===== config.mk =====
export PLATFORM = sky130hd
export DESIGN_NAME = mmc3_core_flat
export DESIGN_NICKNAME = d
export VERILOG_FILES = /design/src/rtl/mmc3_if.sv /design/src/rtl/mmc3_core.sv /design/src/flat_wrapper.sv
export SDC_FILE = /design/constraint.sdc
export NUM_CORES = 1
export LEC_CHECK = 0
export BUFFER_PORTS_ARGS = -buffer_cell sky130_fd_sc_hd__buf_2
export CORE_MARGIN = 4
export CORE_UTILIZATION = 45
export CTS_BUF_LIST = sky130_fd_sc_hd__clkbuf_4 sky130_fd_sc_hd__clkbuf_8
export DETAILED_ROUTE_END_ITERATION = 10
export PLACE_DENSITY = 0.75
export RECOVER_POWER = 100
export SLEW_MARGIN = 10
export SYNTH_ARGS = -nofsm -noshare
export SYNTH_HDL_FRONTEND = slang
export SYNTH_SLANG_ARGS = --single-unit

===== constraint.sdc =====
create_clock -name clk -period 2.55 [get_ports clk]
set_input_delay 0.3825 -clock clk [delete_from_list [all_inputs] [get_ports clk]]
set_output_delay 0.3825 -clock clk [all_outputs]
set_load 0.01 [all_outputs]

===== src/rtl/mmc3_if.sv =====
// CPU/PPU-facing bus of the shared MMC3 mapper core.
// The master drives the CPU/PPU side; the slave is the mapper core.
interface mmc3_if #(
    parameter int PRG_BW = 6,
    parameter int CHR_BW = 8
);
    logic              m2_edge;
    logic              cpu_we;
    logic [15:0]       cpu_addr;
    logic [7:0]        cpu_dat;
    logic [13:0]       ppu_addr;
    logic [PRG_BW-1:0] prg_bank;
    logic [CHR_BW-1:0] chr_bank;
    logic              mir_h;
    logic              ram_en;
    logic              ram_wp;
    logic              irq;

    modport master (
        output m2_edge, cpu_we, cpu_addr, cpu_dat, ppu_addr,
        input  prg_bank, chr_bank, mir_h, ram_en, ram_wp, irq
    );

    modport slave (
        input  m2_edge, cpu_we, cpu_addr, cpu_dat, ppu_addr,
        output prg_bank, chr_bank, mir_h, ram_en, ram_wp, irq
    );
endinterface


===== src/rtl/mmc3_core.sv =====
// Shared MMC3-family core: bank registers, mode bits, PRG-RAM control and
// the A12-clocked scanline IRQ counter, with raw bank numbers for wrappers.
module mmc3_core #(
    parameter int PRG_BW   = 6,
    parameter int CHR_BW   = 8,
    parameter bit IRQ_OLD  = 1'b0,
    parameter int A12_FILT = 3
) (
    input logic   clk,
    input logic   rst,
    mmc3_if.slave bus
);
    localparam logic [2:0]        FILT  = 3'(A12_FILT);
    localparam logic [PRG_BW-1:0] LAST  = '1;
    localparam logic [PRG_BW-1:0] SLAST = LAST - PRG_BW'(1);

    logic [7:0]        bank [8];
    logic [2:0]        bank_sel;
    logic              prg_mode;
    logic              chr_mode;
    logic              mir_h;
    logic              ram_en;
    logic              ram_wp;
    logic [7:0]        latch;
    logic [7:0]        counter;
    logic              reload_flag;
    logic              irq_en;
    logic              irq;
    logic [2:0]        low_cnt;
    logic              a12_prev;

    logic              wr;
    logic [2:0]        reg_sel;
    logic              a12;
    logic              edge_seen;
    logic              edge_ok;
    logic              reload_now;
    logic [7:0]        counter_next;
    logic              irq_set;
    logic [PRG_BW-1:0] prg;
    logic [2:0]        chr_sel;
    logic [7:0]        chr_raw;
    logic              unused_bits;

    assign wr           = bus.cpu_we & bus.cpu_addr[15];
    assign reg_sel      = {bus.cpu_addr[14:13], bus.cpu_addr[0]};
    assign a12          = bus.ppu_addr[12];
    assign edge_seen    = a12 & ~a12_prev & (low_cnt >= FILT);
    // A $C001 write in the same clk swallows the edge entirely.
    assign edge_ok      = edge_seen & ~(wr & (reg_sel == 3'b101));
    assign reload_now   = (counter == 8'd0) | reload_flag;
    assign counter_next = reload_now ? latch : counter - 8'd1;
    assign irq_set      = edge_ok & (counter_next == 8'd0) & irq_en &
                          (~IRQ_OLD | (counter != 8'd0) | reload_flag);
    assign unused_bits  = &{1'b0, bus.cpu_addr[12:1], bus.ppu_addr[13], bus.ppu_addr[9:0]};

    always_ff @(posedge clk) begin
        if (rst) begin
            bank     <= '{8'd0, 8'd2, 8'd4, 8'd5, 8'd6, 8'd7, 8'd0, 8'd1};
            bank_sel <= 3'd0;
            prg_mode <= 1'b0;
            chr_mode <= 1'b0;
            mir_h    <= 1'b0;
            ram_en   <= 1'b0;
            ram_wp   <= 1'b0;
            latch    <= 8'd0;
            irq_en   <= 1'b0;
        end else if (wr) begin
            case (reg_sel)
                3'b000: begin
                    bank_sel <= bus.cpu_dat[2:0];
                    prg_mode <= bus.cpu_dat[6];
                    chr_mode <= bus.cpu_dat[7];
                end
                3'b001: bank[bank_sel] <= bus.cpu_dat;
                3'b010: mir_h <= bus.cpu_dat[0];
                3'b011: begin
                    ram_en <= bus.cpu_dat[7];
                    ram_wp <= bus.cpu_dat[6];
                end
                3'b100: latch <= bus.cpu_dat;
                3'b110: irq_en <= 1'b0;
                3'b111: irq_en <= 1'b1;
                default: ;
            endcase
        end
    end

    always_ff @(posedge clk) begin
        if (rst) begin
            low_cnt  <= 3'd0;
            a12_prev <= 1'b0;
        end else begin
            a12_prev <= a12;
            if (a12)
                low_cnt <= 3'd0;
            else if (bus.m2_edge && low_cnt < FILT)
                low_cnt <= low_cnt + 3'd1;
        end
    end

    // An $E000 write beats a simultaneous IRQ set.
    always_ff @(posedge clk) begin
        if (rst) begin
            counter     <= 8'd0;
            reload_flag <= 1'b0;
            irq         <= 1'b0;
        end else begin
            if (wr && reg_sel == 3'b101) begin
                counter     <= 8'd0;
                reload_flag <= 1'b1;
            end else if (edge_ok) begin
                counter     <= counter_next;
                reload_flag <= 1'b0;
            end
            if (wr && reg_sel == 3'b110)
                irq <= 1'b0;
            else if (irq_set)
                irq <= 1'b1;
        end
    end

    always_comb begin
        prg     = LAST;
        chr_sel = bus.ppu_addr[12:10] ^ {chr_mode, 2'b00};
        chr_raw = 8'd0;
        case (bus.cpu_addr[14:13])
            2'd0:    prg = prg_mode ? SLAST : PRG_BW'(bank[6]);
            2'd1:    prg = PRG_BW'(bank[7]);
            2'd2:    prg = prg_mode ? PRG_BW'(bank[6]) : SLAST;
            default: prg = LAST;
        endcase
        case (chr_sel)
            3'd0:    chr_raw = {bank[0][7:1], 1'b0};
            3'd1:    chr_raw = {bank[0][7:1], 1'b1};
            3'd2:    chr_raw = {bank[1][7:1], 1'b0};
            3'd3:    chr_raw = {bank[1][7:1], 1'b1};
            3'd4:    chr_raw = bank[2];
            3'd5:    chr_raw = bank[3];
            3'd6:    chr_raw = bank[4];
            default: chr_raw = bank[5];
        endcase
    end

    assign bus.prg_bank = prg;
    assign bus.chr_bank = CHR_BW'(chr_raw);
    assign bus.mir_h    = mir_h;
    assign bus.ram_en   = ram_en;
    assign bus.ram_wp   = ram_wp;
    assign bus.irq      = irq;
endmodule


===== src/flat_wrapper.sv =====
// flat-port wrapper written by rule: the top's interface ports become plain ports
module mmc3_core_flat 
#(
    parameter int PRG_BW   = 6,
    parameter int CHR_BW   = 8,
    parameter bit IRQ_OLD  = 1'b0,
    parameter int A12_FILT = 3
)
  (clk, rst, bus_m2_edge, bus_cpu_we, bus_cpu_addr, bus_cpu_dat, bus_ppu_addr, bus_prg_bank, bus_chr_bank, bus_mir_h, bus_ram_en, bus_ram_wp, bus_irq);
  mmc3_if #(.PRG_BW(PRG_BW), .CHR_BW(CHR_BW)) bus_i ();
  input logic clk;
  input logic rst;
  input wire logic [$bits(bus_i.m2_edge)-1:0] bus_m2_edge;
  input wire logic [$bits(bus_i.cpu_we)-1:0] bus_cpu_we;
  input wire logic [$bits(bus_i.cpu_addr)-1:0] bus_cpu_addr;
  input wire logic [$bits(bus_i.cpu_dat)-1:0] bus_cpu_dat;
  input wire logic [$bits(bus_i.ppu_addr)-1:0] bus_ppu_addr;
  output wire logic [$bits(bus_i.prg_bank)-1:0] bus_prg_bank;
  output wire logic [$bits(bus_i.chr_bank)-1:0] bus_chr_bank;
  output wire logic [$bits(bus_i.mir_h)-1:0] bus_mir_h;
  output wire logic [$bits(bus_i.ram_en)-1:0] bus_ram_en;
  output wire logic [$bits(bus_i.ram_wp)-1:0] bus_ram_wp;
  output wire logic [$bits(bus_i.irq)-1:0] bus_irq;
  assign bus_i.m2_edge = bus_m2_edge;
  assign bus_i.cpu_we = bus_cpu_we;
  assign bus_i.cpu_addr = bus_cpu_addr;
  assign bus_i.cpu_dat = bus_cpu_dat;
  assign bus_i.ppu_addr = bus_ppu_addr;
  assign bus_prg_bank = bus_i.prg_bank;
  assign bus_chr_bank = bus_i.chr_bank;
  assign bus_mir_h = bus_i.mir_h;
  assign bus_ram_en = bus_i.ram_en;
  assign bus_ram_wp = bus_i.ram_wp;
  assign bus_irq = bus_i.irq;
  mmc3_core #(.PRG_BW(PRG_BW), .CHR_BW(CHR_BW), .IRQ_OLD(IRQ_OLD), .A12_FILT(A12_FILT)) u_core (.clk(clk), .rst(rst), .bus(bus_i));
endmodule

==> summary.md <==
| Metric | Value |
|---|---|
| Status | `finished with violations` |
| Failing checks | `capacitance limit, slew limit` |
| Die height | `between 100 and 150 um` |
| Worst r2r path cells | `5` |
| Max-slew violation count | `between 40 and 50` |
| Starting Density | `0.459` |
| Reg2reg start | `u_core.bank_sel[0]` |
| RSZ-0062 raised after global routing | `no` |
| Hold WS | `~0.30 ns` |
| Met1 global-route usage | `0.242` |
| Initial antenna violation count | `0` |
| Post-synth top flop | `dfxtp_1` |
| Die area | `approximately 11000 sq um` |
| Cts bufs inserted | `9` |
| Setup CP Type | `flop to flop` |
| CP cell instances | `or4_1 > nor3b_1 > clkbuf_1 > nor2b_1 > a211o_1` |
| Netlist cell types | `between 50 and 60` |
| Cts-stage hold buffer count | `0` |
| CP arrival | `~2.5 ns` |
| Setup bufs post-CTS | `0` |
| CTS tree | `yes` |
| Post-synth EDFFs | `0` |
| Placer Congestion | `approximately 0.82` |
| Most frequent cells in the layout | `dfxtp_1, nor2_1, mux2i_1` |
| Met3 Use GR | `0.0364` |
| Fill cell total of the finished layout | `roughly 900` |
| Fmax | `~440 MHz` |
| Period utilisation layout | `0.900` |
| Count of final setup violators | `0` |
| Ports | `60` |
| Syn_nets | `532` |
| Mean routed wirelength per cell | `roughly 16 um` |
| Vias per inst | `about 5.6` |
| Gr busiest metal | `met2` |
| Slowest cell on the critical path | `or4_1` |
| Max-cap violations | `1` |
| Register area share after synthesis | `0.423` |
| Mapped Cells | `about 490` |
| Buffers and inverters on the worst path | `1` |
| Synthesized area | `4220 sq um` |
| Hold crit path type | `input pin to flop` |
| Ratio of cells with drive above 1 in the final layout | `0.0922` |
| Antenna cells | `0` |
| CTS HTree Levels | `3` |
| Clk pin slew, worst setup/hold paths | `~0.08 ns` |
| Clock Skew | `~0.007 ns` |
| Hold endpoint | `u_core.low_cnt[2]` |
| Critical Path RT | `roughly 2.8 ns` |
| DPL Wire Length | `around 6900 um` |
| Port-buffer cells | `36` |
| #FFs+latches synth | `89` |
| Post-CTS sizing | `0` |
| Gr usage total | `0.185` |
| Slew HR | `-0.363` |
| Layout area overhead | `8.28%` |
| CP top delay family | `simple AND/OR/NAND/NOR gates` |
| Leakage | `1.79 nW` |
| Core area | `9200 sq um` |
| CTS sink cnt | `~90` |
| DRC | `0` |
| Vias in the first global route | `around 3400` |
| Root Buffer | `clkbuf_8` |
| Syn. warnings | `0` |
| DRT Pass-1 Iters | `4` |
| Final Util | `0.496` |
| R2r setup slk | `0.25 ns` |
| FFs w/ async S/R, synth | `0` |
| Final wirelength | `9860 um` |
| Hold Fails Final Rpt | `0` |
| First-pass GRT wire length | `around 17000 um` |
| Horiz. Die Dim | `roughly 100 um` |
| 1st-iter DRT viols | `roughly 130` |
| Routed Antenna Nets | `0` |
| Largest net degree at the start of global routing | `49` |
| Crit path largest cell delay | `about 0.63 ns` |
| Worst-Margin Slew | `2.04 ns` |
| Vias | `between 3000 and 4000` |
| CP max FO | `10` |
| Fin Setup TNS | `0 ns` |
| Gr ovfl total | `0` |
| CTS Buffer Depth | `2` |
| Core Rows | `35` |
| HP Start | `bus_ppu_addr[12]` |
| Fin crit period | `around 2.3 ns` |
| Fin nets | `around 550` |
| Syn Area/Cell | `slightly below 9 sq um` |
| Reg2Reg Capture Point | `u_core.bank[25]` |
| Hold depth | `2` |
| Crit end category | `flop` |
| Worst vdd ir | `between 0.3 and 0.4 mV` |
| Worst skew pair latency | `between 0.3 and 0.4 ns` |
| Most common cell after layout, fill and taps aside | `dfxtp_1` |
| CP startpoint kind | `flop` |
| Met2 Usage GRT | `0.302` |
| Pwr/cell area | `556 nW/um^2` |
-- worst max path at each step --
stage,start,endpoint,slack (ns),cells after the start
after floorplan,bus_ppu_addr[12],bus_chr_bank[2],0.43,6
after global placement,u_core.counter[0],u_core.bus.irq,0.48,7
after detailed placement,bus_cpu_addr[0],u_core.bank[59],0.42,6
after CTS,u_core.chr_mode,bus_chr_bank[2],0.26,7
after global routing,u_core.chr_mode,bus_chr_bank[5],0.12,7
final,u_core.bank_sel[0],u_core.bank[25],0.25,5
-- state kept, by name, summed over array words and instances, names as in the netlist, 3 cells and up --
register,cells
u_core.bank,58
u_core.bank_sel,3
u_core.counter,8
u_core.latch,8
u_core.low_cnt,3
-- synthesized netlist by cell type, types with 5 or more instances --
cell type / number / share of area
a211o_1: 15 / 0.031
a21oi_1: 31 / 0.037
buf_2: 5 / 0.0059
clkbuf_1: 28 / 0.025
dfxtp_1: 89 / 0.42
inv_1: 10 / 0.0089
mux2i_1: 59 / 0.14
nand2_1: 32 / 0.028
nand3_1: 15 / 0.018
nor2_1: 85 / 0.076
nor2b_1: 8 / 0.012
nor3_1: 8 / 0.0095
nor3b_1: 7 / 0.012
o211ai_1: 5 / 0.0089
o21ai_0: 17 / 0.020
o22a_1: 6 / 0.012
-- power breakdown --
group | leakage (nW) | switching, mW | internal [mW] | total, mW
logic | 0.979 | 0.129 | 0.0603 | 0.189
clock network | 0.0967 | 0.466 | 0.480 | 0.946
registers | 0.718 | 0.00592 | 1.40 | 1.40
-- worst register-to-register path: stages, from the launching register on --
cell      delay (ns)
dfxtp_1         0.32
or4_1           0.63
nor3b_1         0.23
clkbuf_1        0.60
nor2b_1         0.12
a211o_1         0.29
-- routing by layer --
metal	wire, um	vias to the layer above
met1	4630	1675
met3	367	18
met5	0	-
met4	133	0
met2	4730	80
li1	-	1732
-- cell families after synthesis --
group	synth area share
xor+xnor	0.00831
fa+ha+maj	0.0119
buf+inv	0.0513
flops	0.423
mux	0.140
simple gates	0.212
compound gates	0.154
-- through the flow --
| step | setup slack (ns) | area [sq um] | power, mW | cells |
|---|---|---|---|---|
| after floorplan | 0.427 | 4220 | 1.56 | 486 |
| after global placement | 0.483 | 4450 | 1.63 | 606 |
| after detailed placement | 0.418 | 4450 | 1.63 | 606 |
| after CTS | 0.256 | 4640 | 2.57 | 621 |
| after global routing | 0.124 | 4570 | 2.65 | 621 |
| final | 0.254 | 4570 | 2.54 | 621 |
-- layout make-up --
cell class | instances | area (sq um) | area share
Timing Repair Buffer | 48 | 228 | 0.0499
Tap cell | 111 | 139 | 0.0304
Sequential cell | 89 | 1780 | 0.390
Inverter | 10 | 37.5 | 0.00822
Clock inverter | 3 | 42.5 | 0.00932
Multi-Input combinational cell | 348 | 2190 | 0.480
Clock buffer | 12 | 146 | 0.0321
Note: power is estimated with default switching activity, not from simulation.
